`src/rtl/rx_uart_128.sv`:
```
// ============================================================================
// Module   : rx_uart_128
// Purpose  : 8N1 UART receiver assembling WORD_BYTES bytes (MSB-first) per word.
//            Optional inter-byte timeout enabled by defining RX_TIMEOUT_EN.
// Revision : 1.0 - initial release
// ============================================================================
`default_nettype none

module rx_uart_128 #(
  parameter int CLKS_PER_BIT = 87,
  parameter int WORD_BYTES   = 16
) (
  input  logic                      clk,
  input  logic                      rst_n,
  input  logic                      en_rx,
  input  logic                      u_rx,
  output logic [8*WORD_BYTES-1:0]   data_out,
  output logic                      u_rx_done,
  output logic                      u_rx_busy,
  output logic                      frame_err,
  output logic                      rx_timeout
);

  localparam int                BAUD_W    = $clog2(CLKS_PER_BIT);
  localparam int                CNT_W     = $clog2(WORD_BYTES);
  localparam int                WORD_W    = 8 * WORD_BYTES;
  localparam logic [BAUD_W-1:0] HALF_LAST = BAUD_W'(CLKS_PER_BIT / 2 - 1);
  localparam logic [BAUD_W-1:0] FULL_LAST = BAUD_W'(CLKS_PER_BIT - 1);
  localparam logic [CNT_W-1:0]  LAST_BYTE = CNT_W'(WORD_BYTES - 1);

  typedef enum logic [1:0] {IDLE, START, DATA, STOP} state_t;

  logic              rx_s1_q, rx_s2_q;
  logic              armed_q;
  state_t            state_q;
  logic [BAUD_W-1:0] baud_q;
  logic [2:0]        bit_q;
  logic [7:0]        byte_q;
  logic [CNT_W-1:0]  cnt_q;
  logic [WORD_W-1:0] asm_q;
  logic [WORD_W-1:0] data_q;
  logic              pend_q;
  logic              done_q;
  logic              ferr_q;
  logic              start_w;

  // Start only after the line has been seen high while enabled, so a
  // re-enable in the middle of a frame cannot lock onto a data bit.
  assign start_w = en_rx && armed_q && !rx_s2_q && (state_q == IDLE);

  always_ff @(posedge clk or negedge rst_n) begin
    if (!rst_n) begin
      rx_s1_q <= 1'b1;
      rx_s2_q <= 1'b1;
    end else begin
      rx_s1_q <= u_rx;
      rx_s2_q <= rx_s1_q;
    end
  end

`ifdef RX_TIMEOUT_EN
  localparam int              TO_W    = $clog2(20 * CLKS_PER_BIT);
  localparam logic [TO_W-1:0] TO_LAST = TO_W'(20 * CLKS_PER_BIT - 1);
  logic [TO_W-1:0] idle_q;
  logic            to_q;
`endif

  always_ff @(posedge clk or negedge rst_n) begin
    if (!rst_n) begin
      armed_q <= 1'b0;
      state_q <= IDLE;
      baud_q  <= '0;
      bit_q   <= '0;
      byte_q  <= '0;
      cnt_q   <= '0;
      asm_q   <= '0;
      data_q  <= '0;
      pend_q  <= 1'b0;
      done_q  <= 1'b0;
      ferr_q  <= 1'b0;
`ifdef RX_TIMEOUT_EN
      idle_q  <= '0;
      to_q    <= 1'b0;
`endif
    end else begin
      done_q  <= 1'b0;
      ferr_q  <= 1'b0;
      armed_q <= en_rx && (armed_q || rx_s2_q);
`ifdef RX_TIMEOUT_EN
      to_q    <= 1'b0;
`endif
      if (!en_rx) begin
        state_q <= IDLE;
        baud_q  <= '0;
        cnt_q   <= '0;
        pend_q  <= 1'b0;
`ifdef RX_TIMEOUT_EN
        idle_q  <= '0;
`endif
      end else begin
        // Word publish lags the 16th stop sample by one cycle.
        if (pend_q) begin
          data_q <= asm_q;
          done_q <= 1'b1;
          cnt_q  <= '0;
          pend_q <= 1'b0;
        end
        case (state_q)
          IDLE: begin
            if (start_w) begin
              state_q <= START;
              baud_q  <= '0;
            end
          end
          START: begin
            if (baud_q == HALF_LAST) begin
              baud_q  <= '0;
              bit_q   <= '0;
              state_q <= rx_s2_q ? IDLE : DATA;
            end else begin
              baud_q <= baud_q + 1'b1;
            end
          end
          DATA: begin
            if (baud_q == FULL_LAST) begin
              baud_q <= '0;
              byte_q <= {rx_s2_q, byte_q[7:1]};
              if (bit_q == 3'd7) state_q <= STOP;
              else               bit_q   <= bit_q + 1'b1;
            end else begin
              baud_q <= baud_q + 1'b1;
            end
          end
          STOP: begin
            if (baud_q == FULL_LAST) begin
              baud_q  <= '0;
              state_q <= IDLE;
              if (rx_s2_q) begin
                asm_q <= {asm_q[WORD_W-9:0], byte_q};
                if (cnt_q == LAST_BYTE) pend_q <= 1'b1;
                else                    cnt_q  <= cnt_q + 1'b1;
              end else begin
                ferr_q <= 1'b1;
                cnt_q  <= '0;
              end
            end else begin
              baud_q <= baud_q + 1'b1;
            end
          end
          default: state_q <= IDLE;
        endcase
`ifdef RX_TIMEOUT_EN
        if ((state_q == IDLE) && (cnt_q != '0) && !start_w && !pend_q) begin
          if (idle_q == TO_LAST) begin
            idle_q <= '0;
            cnt_q  <= '0;
            to_q   <= 1'b1;
          end else begin
            idle_q <= idle_q + 1'b1;
          end
        end else begin
          idle_q <= '0;
        end
`endif
      end
    end
  end

  assign data_out  = data_q;
  assign u_rx_done = done_q;
  assign frame_err = ferr_q;
  assign u_rx_busy = (state_q != IDLE) || (cnt_q != '0);
`ifdef RX_TIMEOUT_EN
  assign rx_timeout = to_q;
`else
  assign rx_timeout = 1'b0;
`endif

endmodule

`default_nettype wire

```
`config.mk`:
```
export PLATFORM = sky130hd
export DESIGN_NAME = rx_uart_128
export DESIGN_NICKNAME = d
export VERILOG_FILES = /design/src/rtl/rx_uart_128.sv
export SDC_FILE = /design/constraint.sdc
export NUM_CORES = 1
export LEC_CHECK = 0
export BUFFER_PORTS_ARGS = -buffer_cell sky130_fd_sc_hd__buf_2
export CAP_MARGIN = 0
export CORE_MARGIN = 10
export CORE_UTILIZATION = 52
export CTS_CLUSTER_SIZE = 25
export DETAILED_ROUTE_END_ITERATION = 12
export PLACE_DENSITY = 0.75
export SLEW_MARGIN = 15
export SYNTH_ARGS = -nofsm -noshare
export SYNTH_HDL_FRONTEND = slang
export SYNTH_SLANG_ARGS = --single-unit
```
`constraint.sdc`:
```
create_clock -name clk -period 2.2 [get_ports clk]
set_clock_uncertainty 0.2 [all_clocks]
set_input_delay 0.11 -clock clk [delete_from_list [all_inputs] [get_ports clk]]
set_output_delay 0.11 -clock clk [all_outputs]
set_load 0.03 [all_outputs]
```
==> impl_results.md <==
* Final nets at 872
* Final period utilization at 0.9609
* Register area at 0.007159 mm2
* Ys async rst share at 1.000
* R2r setup slk at 90 ps
* Status: complete, no violations
* Peak supply drop at 0.6052 mV
* Share of power burned in registers at 0.512
* CP Max Fanout at 19
* Layout cells sized above 1 at 0.5444
* Setup violations, final at 0
* Min-Delay Path Class: input port to register
* Crit Path Category: register to register
* Design area at 0.01367 mm2
* Antenna fix cells at 0
* Starting Density at 0.5262
* Fillers at 1580
* ANT nets after route at 0
* Num CTS Buffers at 30
* Core ar. at 0.02176 mm2
* Later-pin clock latency in the skew report at 540 ps
* RePlAce Congestion at 0.8000
* Total power at 0.01031 W
* Internal power component at 0.008246 W
* Cell Area, Synth at 0.01145 mm2
* Final hold vios at 0
* Net Sw Power at 0.002066 W
* Startpoint Class: register
* Worst rel slew slack at 0.6345
* Unrepaired setup endpoints after global routing: true
* Vias at 6186
* Area of the multi-input gates at 0.004025 mm2
* Clock transition at path regs at 60 ps
* Fin util at 0.6282
* Drt drc at 0
* CTS Buffer Depth at 3
* Clock Sinks at 286
* FP Rows at 54
* Root Driver: clkbuf_16
* DR pass1 iterations at 4
* Combinational Power Share at 0.016
* Post-Place Cells at 1104
* DP Worst Slack at 53.23 ps
* Final WS setup at 85.95 ps
* CTS tree: yes
* Routed length per instance at 19.01 um
* Initial antenna violation count at 0
* Worst r2r path cells at 8
* Number of global-route vias before repair at 6720
* Sequential area share after synthesis at 0.6254
* Critical path endpoint category: register
* Peak Freq at 473.0 MHz
* Leakage Power at 7.616 nW
* Layout area overhead at 19.40%
* Crit. Startpoint: baud_q[0]$_DFFE_PN0P_
* Full die area at 0.02835 mm2
* Post-synth cell types at 47
* Reg2reg start: baud_q[0]$_DFFE_PN0P_
* Yosys warns at 0
* Final worst path period need at 2114 ps
* Synth Instances at 696
* Pin count of the biggest net entering global routing at 69
* Pwr Density at 754.5 mW/mm2
* Vias per cell at 5.342
* Detailed Place HPWL at 14.99 mm
* First-pass GRT wire length at 36.68 mm
* Clock network power share at 0.472
* Primary FF master, synth: dfrtp_1
* Slew Viols, Final at 0
* Syn Nets at 706
* Die height at 168.4 um
* Critical Path AT at 2330 ps
* Post-Layout Cell Count at 1158
* Worst Path Required at 2420 ps
* Avg Inst Size Synth at 16.45 um2
* Worst-margin pin slew at 548.3 ps
* Num ports at 136
* Reg-to-Reg End: asm_q[4]$_DFFE_PN0P_
* Initial DRC count at 321
* Number of H-tree levels at 1
* Port Buffers at 134
* CP endpoint: asm_q[4]$_DFFE_PN0P_
* Max Cap Viol at 0
* #FFs+latches synth at 286
* Chip width at 168.4 um
* Number of flops mapped to enable cells by yosys at 0
* Final WL at 22.01 mm
* Dpl cell area at 0.01266 mm2
* GR Overflow Total at 0
* Net Sw Frac at 0.2004
* Gr usage total at 0.1542
worst max-delay path: stages (launching register included):
cell and delay (ps):
dfrtp_1 380, inv_1 60, ha_1 140, and4b_1 230
and2_4 170, nand4_4 130, buf_12 200, buf_12 170
mux2_4 300
layout by cell type (no fill, tap or decap), types with 7 or more instances in the layout:
master and instances:
clkbuf_16 31, nor2_1 8, dfrtp_1 284, inv_1 8
buf_4 13, o21ai_0 9, buf_12 16, mux2_2 165
nand2_1 16, nand3_1 7, buf_2 133, mux2_4 100
registers in the layout, indices dropped and copies added, names as in the netlist:
name	count
asm_q	128
data_out	128
byte_q	8
baud_q	7
cnt_q	4
bit_q	3
state_q	2
armed_q	1
frame_err	1
pend_q	1
rx_s1_q	1
rx_s2_q	1
u_rx_done	1
per-layer routing:
layer / track usage / part of all wire
met5: 0 / 0
met3: 0.03888 / 0.060
met2: 0.2498 / 0.48
met4: 0.03482 / 0.018
met1: 0.2051 / 0.44
kinds of logic after synthesis:
| kind of cell | after synthesis | share of synthesized area |
|---|---|---|
| buffers and inverters | 43 | 0.02383 |
| adder cells (fa/ha/maj) | 6 | 0.006558 |
| multiplexers | 267 | 0.2952 |
| AO/OA/AOI/OAI | 29 | 0.01716 |
| flip-flops | 286 | 0.6254 |
| other | 1 | 0.0003276 |
| AND/OR/NAND/NOR | 64 | 0.03148 |
power by group through the flow:
| stage | sequential (W) | combinational (W) | clock [W] |
|---|---|---|---|
| after detailed placement | 0.00537 | 0.000173 | 0 |
| after global placement | 0.00537 | 0.000171 | 0 |
| final | 0.00528 | 0.000169 | 0.00487 |
| after CTS | 0.00528 | 0.000180 | 0.00498 |
| after global routing | 0.00528 | 0.000197 | 0.00518 |
| after floorplan | 0.00537 | 0.0000309 | 0 |
synth_stat cells, drive strengths merged (3+ instances only):
library cell	n	share of area
a21oi	3	0.0013
and3	4	0.0022
buf	21	0.017
clkbuf	13	0.0043
dfrtp	284	0.62
ha	6	0.0066
inv	9	0.0030
mux2	265	0.29
nand2	17	0.0056
nand3	8	0.0039
nand4	3	0.0030
nor2	8	0.0026
nor2b	6	0.0033
nor3	4	0.0017
o211ai	4	0.0026
o21ai	9	0.0039
what timing repair did:
item	CTS	global route
hold buffers	4	0
resized for setup	0	2
endpoints found under the hold margin	293	0
setup buffers	0	2
setup endpoints to repair	0	93
area by class of cell:
| type | count | share of cell area |
|---|---|---|
| Multi-Input combinational cell | 367 | 0.2945 |
| Inverter | 9 | 0.002472 |
| Timing Repair Buffer | 168 | 0.08413 |
| Clock buffer | 42 | 0.06344 |
| Clock inverter | 6 | 0.006042 |
| Sequential cell | 286 | 0.5238 |
| Tap cell | 280 | 0.02563 |
worst min-delay path by stage:
| stage | cells after the start | endpoint | from |
|---|---|---|---|
| 2_1_floorplan | 0 | armed_q$_DFF_PN0_ | rst_n |
| 3_3_place_gp | 1 | data_out[123]$_DFFE_PN0P_ | rst_n |
| 3_5_place_dp | 1 | u_rx_done$_DFF_PN0_ | rst_n |
| 4_1_cts | 2 | rx_s1_q$_DFF_PN1_ | u_rx |
| 5_1_grt | 2 | rx_s1_q$_DFF_PN1_ | u_rx |
| 6_report | 2 | rx_s1_q$_DFF_PN1_ | u_rx |
metrics by stage:
| stage | TNS (ps) | hold slack, ps |
|---|---|---|
| floorplan | 0 | -385.6 |
| global placement | 0 | -136.4 |
| detailed placement | 0 | -136.8 |
| CTS | 0 | 20.75 |
| global route | -21.42 | 47.92 |
| finish | 0 | 56.31 |
Note: power is estimated with default switching activity, not from simulation.
